[src/rtl/uart_pg_pkg.sv]
// Shared types and constants for the UART program-image loader.
package uart_pg_pkg;

  typedef enum logic [2:0] {
    ST_IDLE,
    ST_CNT_L,
    ST_CNT_H,
    ST_DAT_L,
    ST_DAT_H,
    ST_CHK,
    ST_DONE
  } pg_state_e;

  localparam logic [7:0] SYNC_BYTE_DEF = 8'hA5;

  // sync byte + 16-bit word count
  localparam int HDR_LEN = 3;

  function automatic int bit_cycles(input int clk_hz, input int baud);
    return clk_hz / baud;
  endfunction

endpackage

[src/rtl/uart_rx_byte.sv]
// 8N1 UART receiver: 2-FF synchroniser, start detect with mid-bit glitch reject, byte/framing strobes.
module uart_rx_byte #(
  parameter int BIT_CYC = 86
) (
  input  logic       clk,
  input  logic       rst,
  input  logic       rxd,
  output logic [7:0] byte_data,
  output logic       byte_valid,
  output logic       frame_err
);

  localparam int TW = 16;
  localparam logic [TW-1:0] FULL_LD = TW'(BIT_CYC - 1);
  localparam logic [TW-1:0] HALF_LD = TW'(BIT_CYC / 2 - 1);

  typedef enum logic [1:0] {RX_IDLE, RX_START, RX_DATA, RX_STOP} rx_state_e;

  rx_state_e       state_q, state_d;
  logic            sync1_q, sync2_q, prev_q;
  logic [TW-1:0]   tmr_q, tmr_d;
  logic [2:0]      bit_q, bit_d;
  logic [7:0]      shift_q, shift_d;
  logic            valid_q, valid_d;
  logic            ferr_q, ferr_d;
  logic            tmr_zero;

  // Synchroniser flops reset to the idle level so reset release cannot fake a start edge.
  always_ff @(posedge clk) begin
    if (rst) begin
      sync1_q <= 1'b1;
      sync2_q <= 1'b1;
      prev_q  <= 1'b1;
      state_q <= RX_IDLE;
      tmr_q   <= '0;
      bit_q   <= '0;
      shift_q <= '0;
      valid_q <= 1'b0;
      ferr_q  <= 1'b0;
    end else begin
      sync1_q <= rxd;
      sync2_q <= sync1_q;
      prev_q  <= sync2_q;
      state_q <= state_d;
      tmr_q   <= tmr_d;
      bit_q   <= bit_d;
      shift_q <= shift_d;
      valid_q <= valid_d;
      ferr_q  <= ferr_d;
    end
  end

  assign tmr_zero = (tmr_q == '0);

  always_comb begin
    state_d = state_q;
    tmr_d   = tmr_q;
    bit_d   = bit_q;
    shift_d = shift_q;
    valid_d = 1'b0;
    ferr_d  = 1'b0;
    case (state_q)
      RX_IDLE: begin
        if (prev_q && !sync2_q) begin
          state_d = RX_START;
          tmr_d   = HALF_LD;
        end
      end
      RX_START: begin
        if (!tmr_zero) begin
          tmr_d = tmr_q - 1'b1;
        end else if (sync2_q) begin
          state_d = RX_IDLE;
        end else begin
          state_d = RX_DATA;
          tmr_d   = FULL_LD;
          bit_d   = '0;
        end
      end
      RX_DATA: begin
        if (!tmr_zero) begin
          tmr_d = tmr_q - 1'b1;
        end else begin
          shift_d = {sync2_q, shift_q[7:1]};
          tmr_d   = FULL_LD;
          bit_d   = bit_q + 3'd1;
          if (bit_q == 3'd7) state_d = RX_STOP;
        end
      end
      RX_STOP: begin
        if (!tmr_zero) begin
          tmr_d = tmr_q - 1'b1;
        end else begin
          state_d = RX_IDLE;
          if (sync2_q) valid_d = 1'b1;
          else         ferr_d  = 1'b1;
        end
      end
      default: state_d = RX_IDLE;
    endcase
  end

  assign byte_data  = shift_q;
  assign byte_valid = valid_q;
  assign frame_err  = ferr_q;

endmodule

[src/rtl/uart_pg_loader.sv]
// Frame parser driving the memory program-download write bus from a UART byte stream.
// Define PG_CHECKSUM_EN to require a trailing mod-256 checksum byte before pg_done.
//
// state    | meaning
// IDLE     | waiting for sync byte
// CNT_L/H  | collecting 16-bit word count N
// DAT_L/H  | collecting low/high data byte; write issued after high byte
// CHK      | comparing checksum byte (PG_CHECKSUM_EN only)
// DONE     | image complete, pg_done held
module uart_pg_loader
  import uart_pg_pkg::*;
#(
  parameter int         CLK_HZ    = 10000000,
  parameter int         BAUD      = 115200,
  parameter logic [7:0] SYNC_BYTE = SYNC_BYTE_DEF
) (
  input  logic        pg_clk_i,
  input  logic        pg_rst_i,
  input  logic        uart_rxd,
  output logic        pg_wen,
  output logic [15:0] pg_din,
  output logic [15:0] pg_adr,
  output logic        pg_done,
  output logic        pg_err
);

  localparam int BIT_CYC = bit_cycles(CLK_HZ, BAUD);

`ifdef PG_CHECKSUM_EN
  localparam pg_state_e END_ST = ST_CHK;
`else
  localparam pg_state_e END_ST = ST_DONE;
`endif

  logic [7:0] rx_byte;
  logic       rx_valid;
  logic       rx_ferr;

  uart_rx_byte #(.BIT_CYC(BIT_CYC)) u_rx (
    .clk        (pg_clk_i),
    .rst        (pg_rst_i),
    .rxd        (uart_rxd),
    .byte_data  (rx_byte),
    .byte_valid (rx_valid),
    .frame_err  (rx_ferr)
  );

  pg_state_e   state_q, state_d;
  logic [7:0]  cnt_lo_q, cnt_lo_d;
  logic [15:0] remain_q, remain_d;
  logic [7:0]  lo_q, lo_d;
  logic [15:0] adr_q, adr_d;
  logic        wen_q, wen_d;
  logic [15:0] din_q, din_d;
  logic [15:0] wadr_q, wadr_d;
  logic        done_q, done_d;
  logic        err_q, err_d;
`ifdef PG_CHECKSUM_EN
  logic [7:0]  sum_q, sum_d;
`endif
  logic        is_sync;

  always_ff @(posedge pg_clk_i) begin
    if (pg_rst_i) begin
      state_q  <= ST_IDLE;
      cnt_lo_q <= '0;
      remain_q <= '0;
      lo_q     <= '0;
      adr_q    <= '0;
      wen_q    <= 1'b0;
      din_q    <= '0;
      wadr_q   <= '0;
      done_q   <= 1'b0;
      err_q    <= 1'b0;
`ifdef PG_CHECKSUM_EN
      sum_q    <= '0;
`endif
    end else begin
      state_q  <= state_d;
      cnt_lo_q <= cnt_lo_d;
      remain_q <= remain_d;
      lo_q     <= lo_d;
      adr_q    <= adr_d;
      wen_q    <= wen_d;
      din_q    <= din_d;
      wadr_q   <= wadr_d;
      done_q   <= done_d;
      err_q    <= err_d;
`ifdef PG_CHECKSUM_EN
      sum_q    <= sum_d;
`endif
    end
  end

  assign is_sync = rx_valid && (rx_byte == SYNC_BYTE);

  always_comb begin
    state_d  = state_q;
    cnt_lo_d = cnt_lo_q;
    remain_d = remain_q;
    lo_d     = lo_q;
    adr_d    = adr_q;
    wen_d    = 1'b0;
    din_d    = din_q;
    wadr_d   = wadr_q;
    err_d    = err_q;
`ifdef PG_CHECKSUM_EN
    sum_d    = sum_q;
`endif
    case (state_q)
      ST_IDLE, ST_DONE: begin
        // Framing errors and stray bytes are ignored while no frame is open.
        if (is_sync) begin
          state_d = ST_CNT_L;
          err_d   = 1'b0;
          adr_d   = '0;
`ifdef PG_CHECKSUM_EN
          sum_d   = '0;
`endif
        end
      end
      ST_CNT_L: begin
        if (rx_valid) begin
          cnt_lo_d = rx_byte;
          state_d  = ST_CNT_H;
        end
      end
      ST_CNT_H: begin
        if (rx_valid) begin
          remain_d = {rx_byte, cnt_lo_q};
          state_d  = ({rx_byte, cnt_lo_q} == 16'd0) ? END_ST : ST_DAT_L;
        end
      end
      ST_DAT_L: begin
        if (rx_valid) begin
          lo_d    = rx_byte;
          state_d = ST_DAT_H;
`ifdef PG_CHECKSUM_EN
          sum_d   = sum_q + rx_byte;
`endif
        end
      end
      ST_DAT_H: begin
        if (rx_valid) begin
          wen_d    = 1'b1;
          din_d    = {rx_byte, lo_q};
          wadr_d   = adr_q;
          adr_d    = adr_q + 16'd1;
          remain_d = remain_q - 16'd1;
          state_d  = (remain_q == 16'd1) ? END_ST : ST_DAT_L;
`ifdef PG_CHECKSUM_EN
          sum_d    = sum_q + rx_byte;
`endif
        end
      end
`ifdef PG_CHECKSUM_EN
      ST_CHK: begin
        if (rx_valid) begin
          if (rx_byte == sum_q) begin
            state_d = ST_DONE;
          end else begin
            state_d = ST_IDLE;
            err_d   = 1'b1;
          end
        end
      end
`endif
      default: state_d = ST_IDLE;
    endcase

    if (rx_ferr && state_q != ST_IDLE && state_q != ST_DONE) begin
      state_d = ST_IDLE;
      err_d   = 1'b1;
    end

    // pg_done follows the state one cycle late, so a re-arming sync drops it the next cycle.
    done_d = (state_d == ST_DONE);
  end

  assign pg_wen  = wen_q;
  assign pg_din  = din_q;
  assign pg_adr  = wadr_q;
  assign pg_done = done_q;
  assign pg_err  = err_q;

endmodule
[config.mk]
export PLATFORM = sky130hd
export DESIGN_NAME = uart_pg_loader
export DESIGN_NICKNAME = d
export VERILOG_FILES = /design/src/rtl/uart_pg_pkg.sv /design/src/rtl/uart_rx_byte.sv /design/src/rtl/uart_pg_loader.sv
export SDC_FILE = /design/constraint.sdc
export NUM_CORES = 1
export LEC_CHECK = 0
export CELL_PAD_IN_SITES_DETAIL_PLACEMENT = 0
export CELL_PAD_IN_SITES_GLOBAL_PLACEMENT = 1
export CORE_ASPECT_RATIO = 0.5
export CORE_MARGIN = 2
export CORE_UTILIZATION = 44
export DETAILED_ROUTE_END_ITERATION = 7
export GPL_TIMING_DRIVEN = 0
export HOLD_SLACK_MARGIN = 0.15
export PLACE_DENSITY_LB_ADDON = 0.1
export RECOVER_POWER = 25
export SYNTH_ARGS = -nofsm -noshare
export SYNTH_HDL_FRONTEND = slang
export SYNTH_SLANG_ARGS = --single-unit
[constraint.sdc]
create_clock -name pg_clk_i -period 3.2 [get_ports pg_clk_i]
set_input_delay 0.48 -clock pg_clk_i [delete_from_list [all_inputs] [get_ports pg_clk_i]]
set_output_delay 0.48 -clock pg_clk_i [all_outputs]
set_load 0.02 [all_outputs]
== Yosys cells after proc, flatten, opt, wreduce, memory -nomap -nowiden ==
Cells that the tools add are included.

* Flip-flop bits (word level): 120
* Bits in latches: 0
* Memory bits (writable): 0
* Memory bits (read-only): 0
* Bits of input ports: 3
* Output and inout port bits: 35
* Word-level logic and storage cells: 116
* Memories kept: 0

* Add/subtract/negate cells: 4
* Multiply operators: 0
* Divide/modulo/power cells: 0
* $lt $le $gt $ge: 0
* Eq/ne operators: 24
* Shifts and indexed selects: 0
* Mux-type cells: 38
* Bitwise gates (word level): 3
* Reduce and logical (&&, ||, !) cells: 28

{| class="wikitable"
|+ Operators with widths
! kind !! number
|-
| $mux W16 || 9
|-
| $pmux W16 S2 || 2
|-
| $pmux W16 S4 || 1
|-
| $mux W3 || 11
|-
| $logic_not A16 Y1 || 2
|-
| $sub A16 B1 Y16 const B || 2
|-
| $add A16 B1 Y16 const B || 1
|-
| $eq A16 B1 Y1 const B || 1
|-
| $pmux W3 S5 || 1
|-
| $ne A2 B1 Y1 const B || 7
|-
| $eq A3 B3 Y1 const B || 4
|-
| $mux W2 || 6
|-
| $reduce_and A2 Y1 || 5
|-
| $reduce_bool A2 Y1 || 5
|-
| $reduce_and A3 Y1 || 3
|-
| $eq A8 B8 Y1 const B || 1
|-
| $pmux W2 S4 || 1
|-
| $eq A3 B2 Y1 const B || 2
|-
| $mux W1 || 6
|-
| $ne A2 B2 Y1 const B || 3
|-
| $ne A3 B3 Y1 const B || 2
|-
| $pmux W3 S2 || 1
|-
| $reduce_and A5 Y1 || 1
|-
| $eq A2 B2 Y1 const B || 2
|-
| other kinds (12) || 18
|}

== Depth between registers and ports, before layout ==
* Depth after elaboration: 6
* Depth in mapped cells: 8
* Mapped depth without buffers: 7

== Modules after synthesis ==
Synthesis repeated with hierarchy kept, for this count alone.

* Cells, all modules: 729
* Area, all modules: 6083.3 um2

{| class="wikitable"
|+ By module, submodules not included
! module !! times used !! cells an instance !! area each (um2) !! seq. area each (um2)
|-
| uart_pg_loader || 1 || 509 || 4245.3 || 1721.7
|-
| uart_rx_byte || 1 || 220 || 1838.0 || 680.7
|}

== Worst setup path after synthesis ==
OpenSTA, ideal clock, no wires.

* Kind: register to register
* Start: reg u_rx.shift_q[1] (netlist: u_rx.byte_data[1])
* End: reg adr_q[10]
* Library setup time: 0.070 ns
* Arrival time: 2.207 ns
* Data required time: 3.130 ns
* Slack: 0.923 ns
* Cell stages (with the launch flop): 7
* Clock period less this slack: 2.277 ns
* Cell sequence: dfxtp_1 buf_6 or4_4 o41ai_4 nand4_4 or4_1 a21oi_1

* Cells in the longest elaborated chain, start to end: 4

{| class="wikitable"
|+ Ends and longest elaborated chain
! item !! line !! source
|-
| start, declared || uart_rx_byte.sv:23 || <nowiki>logic [7:0] shift_q, shift_d;</nowiki>
|-
| start signal, assigned || uart_rx_byte.sv:47 || <nowiki>shift_q <= shift_d;</nowiki>
|-
| $eq A8 B8 Y1 || uart_pg_loader.sv:95 || <nowiki>assign is_sync = rx_valid && (rx_byte == SYNC_BYTE);</nowiki>
|-
| $logic_and A1 B1 Y1 || uart_pg_loader.sv:95 ||
|-
| $ne A2 B2 Y1 (no source line) || -- ||
|-
| $reduce_and A3 Y1 (no source line) || -- ||
|-
| end signal, assigned || uart_pg_loader.sv:83 || <nowiki>adr_q <= adr_d;</nowiki>
|-
| end, declared || uart_pg_loader.sv:52 || <nowiki>logic [15:0] adr_q, adr_d;</nowiki>
|}

Every way passes these cells.
A chain may end at the register's enable or synchronous reset.

== Worst setup path in the final report ==
* Start: reg u_rx.shift_q[4] (netlist: u_rx.byte_data[4])
* End: reg adr_q[10]

The elaborated chain is that of the path after synthesis.

==> results.txt <==
Leakage power = 0.00245 µW
Max-cap check violation count = 0
Number of library cell types mapped by synthesis = 64
Final Max Slew Viols = 0
Final setup violating endpoints = 0
Sequential element share of the synthesized area = 42.9%
Syn Nets = 709
Clk pin slew, worst setup/hold paths = 0.06 ns
Maximum buffer depth of the clock tree = 2
Classification of the worst setup path = reg -> reg
Clock insertion delay at the later pin of the skew report = 0.41 ns
Placeable core area = 12,600 µm²
Number of diodes added for antenna fixing = 0
Psw = 1420 µW
Met1 wire length = 7590 µm
Remaining design rule violation count = 0
Proportion of power drawn by the clock network = 43.9%
Boundary Pins = 38
Post-synthesis share of cell area spent on full adders, half adders and majority gates = 2.46%
Via count of the first global-routing pass = 4,869
Count of buffer and inverter cells on the critical path = 0
Width of the die = 163 µm
Fraction of the mapped netlist area in compound gates = 18.4%
Data arrival, critical path = 3.02 ns
Post-DP HPWL = 10,500 µm
Combinational family with the most area after synthesis = simple AND/OR/NAND/NOR gates
Post CTS Setup Buffer Count = 0
Clock tree from TritonCTS = yes
Uppermost signal routing layer after detailed routing = met4
CP endpoint kind = register
CP max FO = 10
Fmax = 373 MHz
Mean area per synthesized cell = 8.05 µm²
Met3 Routed Length = 663 µm
PwrDens = 699 nW/µm²
Longest individual stage delay on the worst path = 0.70 ns
Count of final hold-check violations = 0
Cts hold-fix bufs = 0
Xor/xnor share of the synthesized area = 2.19%
Remaining global-route overflow = 0
Clk sink count = 120
EDFF count, synth = 0
DRT Pass-1 Iters = 4
Global-route wire length before repair = 24,900 µm
Final weighted congestion of routability-driven global placement = 0.826
Combinational share of power = 21.6%
Final worst hold slack = 0.414 ns
Number of instances in the synthesized netlist = 695
Starting density of the core = 44.6%
Seq cells post-synth = 120
Row Count = 29
Violation count after the first detailed-route iteration = 322
Via count of the routed design = 5,106
Shortest period the worst path allows = 2.68 ns
Cell family contributing the most delay on the critical path = simple AND/OR/NAND/NOR gates
Number of CTS-inserted buffers = 17
Post-synthesis instance area = 5590 µm²
Post-cts resize count = 0
Fraction of layout cells with a size suffix above 1 = 7.86%
Setup Total Neg Slack = 0 ns
Transition time at the pin with the least slew margin = 0.931 ns
Initial antenna violation count = 0
Startpoint class of the critical path = register
Outcome = completed
Total detailed-routing wirelength = 15,100 µm
IR Drop Worst-Case VDD = 0.724 mV
Number of antenna-violating nets in the routed design = 0
Sequential cell fraction of total power = 34.5%
Max_slew headroom = 37.8%
Post-layout net count = 764
Number of port buffers = 36
Type of the tightest min-delay check = reg -> reg
Power Internal = 3340 µW
Synth Flop Type = sky130_fd_sc_hd__dfxtp_1
Average vias per placed instance = 5.47
Per-cell routed wire length = 16.2 µm
Area growth from synthesis to layout = 21.9%
Die footprint = 13,700 µm²
Switching Fraction = 29.8%
Fraction of synthesis flops using an asynchronous set or reset pin = 0%
Synthesized-area fraction occupied by and/or/nand/nor cells = 26.6%
Number of warnings printed during yosys synthesis = 0
Unrepaired setup endpoints after global routing = false
Total track usage = 23.2%
Critical path required time = 3.54 ns
Cells along the critical path = or4_4 > o41ai_4 > nand4_4 > or4_1 > a21oi_1
Post-route clock period utilization = 83.7%
Multiplexer share of the synthesized area = 2.33%
Largest net degree at the start of global routing = 17
H-tree Lvls = 4
Met2 routed wirelength = 6760 µm
Die Y-Extent = 83.7 µm
Clk Tree Root Cell = sky130_fd_sc_hd__clkbuf_16
Master of the slowest instance on the critical path = sky130_fd_sc_hd__o41ai_4
Final setup skew = 0.00830 ns
[worst reg2reg max path, cell delays in order, from the launching register on]
cell and delay (ns):
sky130_fd_sc_hd__dfxtp_1 0.44, sky130_fd_sc_hd__or4_4 0.64, sky130_fd_sc_hd__o41ai_4 0.71, sky130_fd_sc_hd__nand4_4 0.24
sky130_fd_sc_hd__or4_1 0.45, sky130_fd_sc_hd__a21oi_1 0.14
[layer usage]
layer / GRT usage [%] / up-vias
met5: 0 / -
met4: 5.74 / 0
met3: 4.87 / 8
met2: 36.9 / 115
met1: 32.3 / 2415
li1: - / 2568
[registers in the layout, summed over array words and instances (netlist names), named ones only]
name and count:
u_rx.byte_data 8, lo_q 8, pg_adr 16, pg_done 1, cnt_lo_q 8, u_rx.sync2_q 1, u_rx.frame_err 1, u_rx.tmr_q 16
u_rx.sync1_q 1, u_rx.bit_q 3, pg_din 16, u_rx.state_q 1, adr_q 16, state_q 3, pg_wen 1, remain_q 16
u_rx.prev_q 1, pg_err 1, u_rx.byte_valid 1
[power groups by stage]
stage | sequential (µW) | combinational (µW) | clock (µW)
finish | 1640 | 1030 | 2090
global route | 1650 | 1150 | 2180
CTS | 1640 | 1030 | 2110
detailed placement | 1670 | 1020 | 0
global placement | 1670 | 1030 | 0
floorplan | 1660 | 825 | 0
[synth_stat cells (all sizes together), types with 8 or more instances]
library cell,number,share of area [%]
nor3,12,1.1
o21ai,30,3.0
a21oi,87,7.8
xor2,14,2.2
dfxtp,120,43
nor2,63,4.3
nand4,13,1.7
nor4,8,1.2
buf,10,1.8
ha,11,2.5
or2,8,0.89
nand3,12,1.1
or3,11,1.2
mux2i,13,2.3
or4,8,1.1
nand2,140,9.4
clkbuf,37,2.5
inv,13,0.87
[through the flow]
step	instances	power, µW	util, %	setup slack [ns]	instance area (µm²)
after global routing	933	4980	54.3	0.359	6820
after global placement	901	2700	49.1	0.563	6170
after CTS	933	4790	54.3	0.533	6820
after floorplan	695	2480	-	0.923	5590
final	933	4760	54.3	0.523	6820
after detailed placement	901	2700	49.1	0.534	6170
[logic make-up (layout without fill, tap and decap cells)]
| kind of cell | after synthesis | after routing |
|---|---|---|
| flops | 120 | 120 |
| fa+ha+maj | 11 | 11 |
| compound gates | 169 | 169 |
| simple gates | 308 | 308 |
| mux | 13 | 13 |
| buf+inv | 60 | 128 |
| xor+xnor | 14 | 14 |
[placed cells by master (no fill, tap or decap), types with 6 or more instances in the layout]
| master | n |
|---|---|
| sky130_fd_sc_hd__a21oi_1 | 87 |
| sky130_fd_sc_hd__clkbuf_1 | 37 |
| sky130_fd_sc_hd__clkbuf_16 | 17 |
| sky130_fd_sc_hd__dfxtp_1 | 120 |
| sky130_fd_sc_hd__dlygate4sd3_1 | 34 |
| sky130_fd_sc_hd__ha_1 | 11 |
| sky130_fd_sc_hd__inv_1 | 13 |
| sky130_fd_sc_hd__mux2i_1 | 13 |
| sky130_fd_sc_hd__nand2_1 | 140 |
| sky130_fd_sc_hd__nand3_1 | 12 |
| sky130_fd_sc_hd__nand4_1 | 12 |
| sky130_fd_sc_hd__nor2_1 | 62 |
| sky130_fd_sc_hd__nor3_1 | 12 |
| sky130_fd_sc_hd__nor4_1 | 7 |
| sky130_fd_sc_hd__o21ai_0 | 28 |
| sky130_fd_sc_hd__o22ai_1 | 6 |
| sky130_fd_sc_hd__or2_2 | 8 |
| sky130_fd_sc_hd__or3_1 | 11 |
| sky130_fd_sc_hd__or4_1 | 7 |
| sky130_fd_sc_hd__xor2_1 | 14 |
[worst paths after layout]
kind                                      to  cells after the start         startpoint  slack, ns
worst min-delay path            u_rx.sync2_q                      1       u_rx.sync1_q       0.41
worst max-delay path               adr_q[10]                      5  u_rx.byte_data[4]       0.52
worst max register to register     adr_q[10]                      5  u_rx.byte_data[4]       0.52
worst min register to register  u_rx.sync2_q                      1       u_rx.sync1_q       0.41
[final cells by class]
cell class	count	area, µm²
fill	1252	5740
multi-input combinational	515	2910
sequential	120	2400
clock buffer	21	480
timing repair buffer	36	360
buffer	47	238
tap	170	213
clock inverter	11	169
inverter	13	48.8
Power figures use the tool's default switching activity.
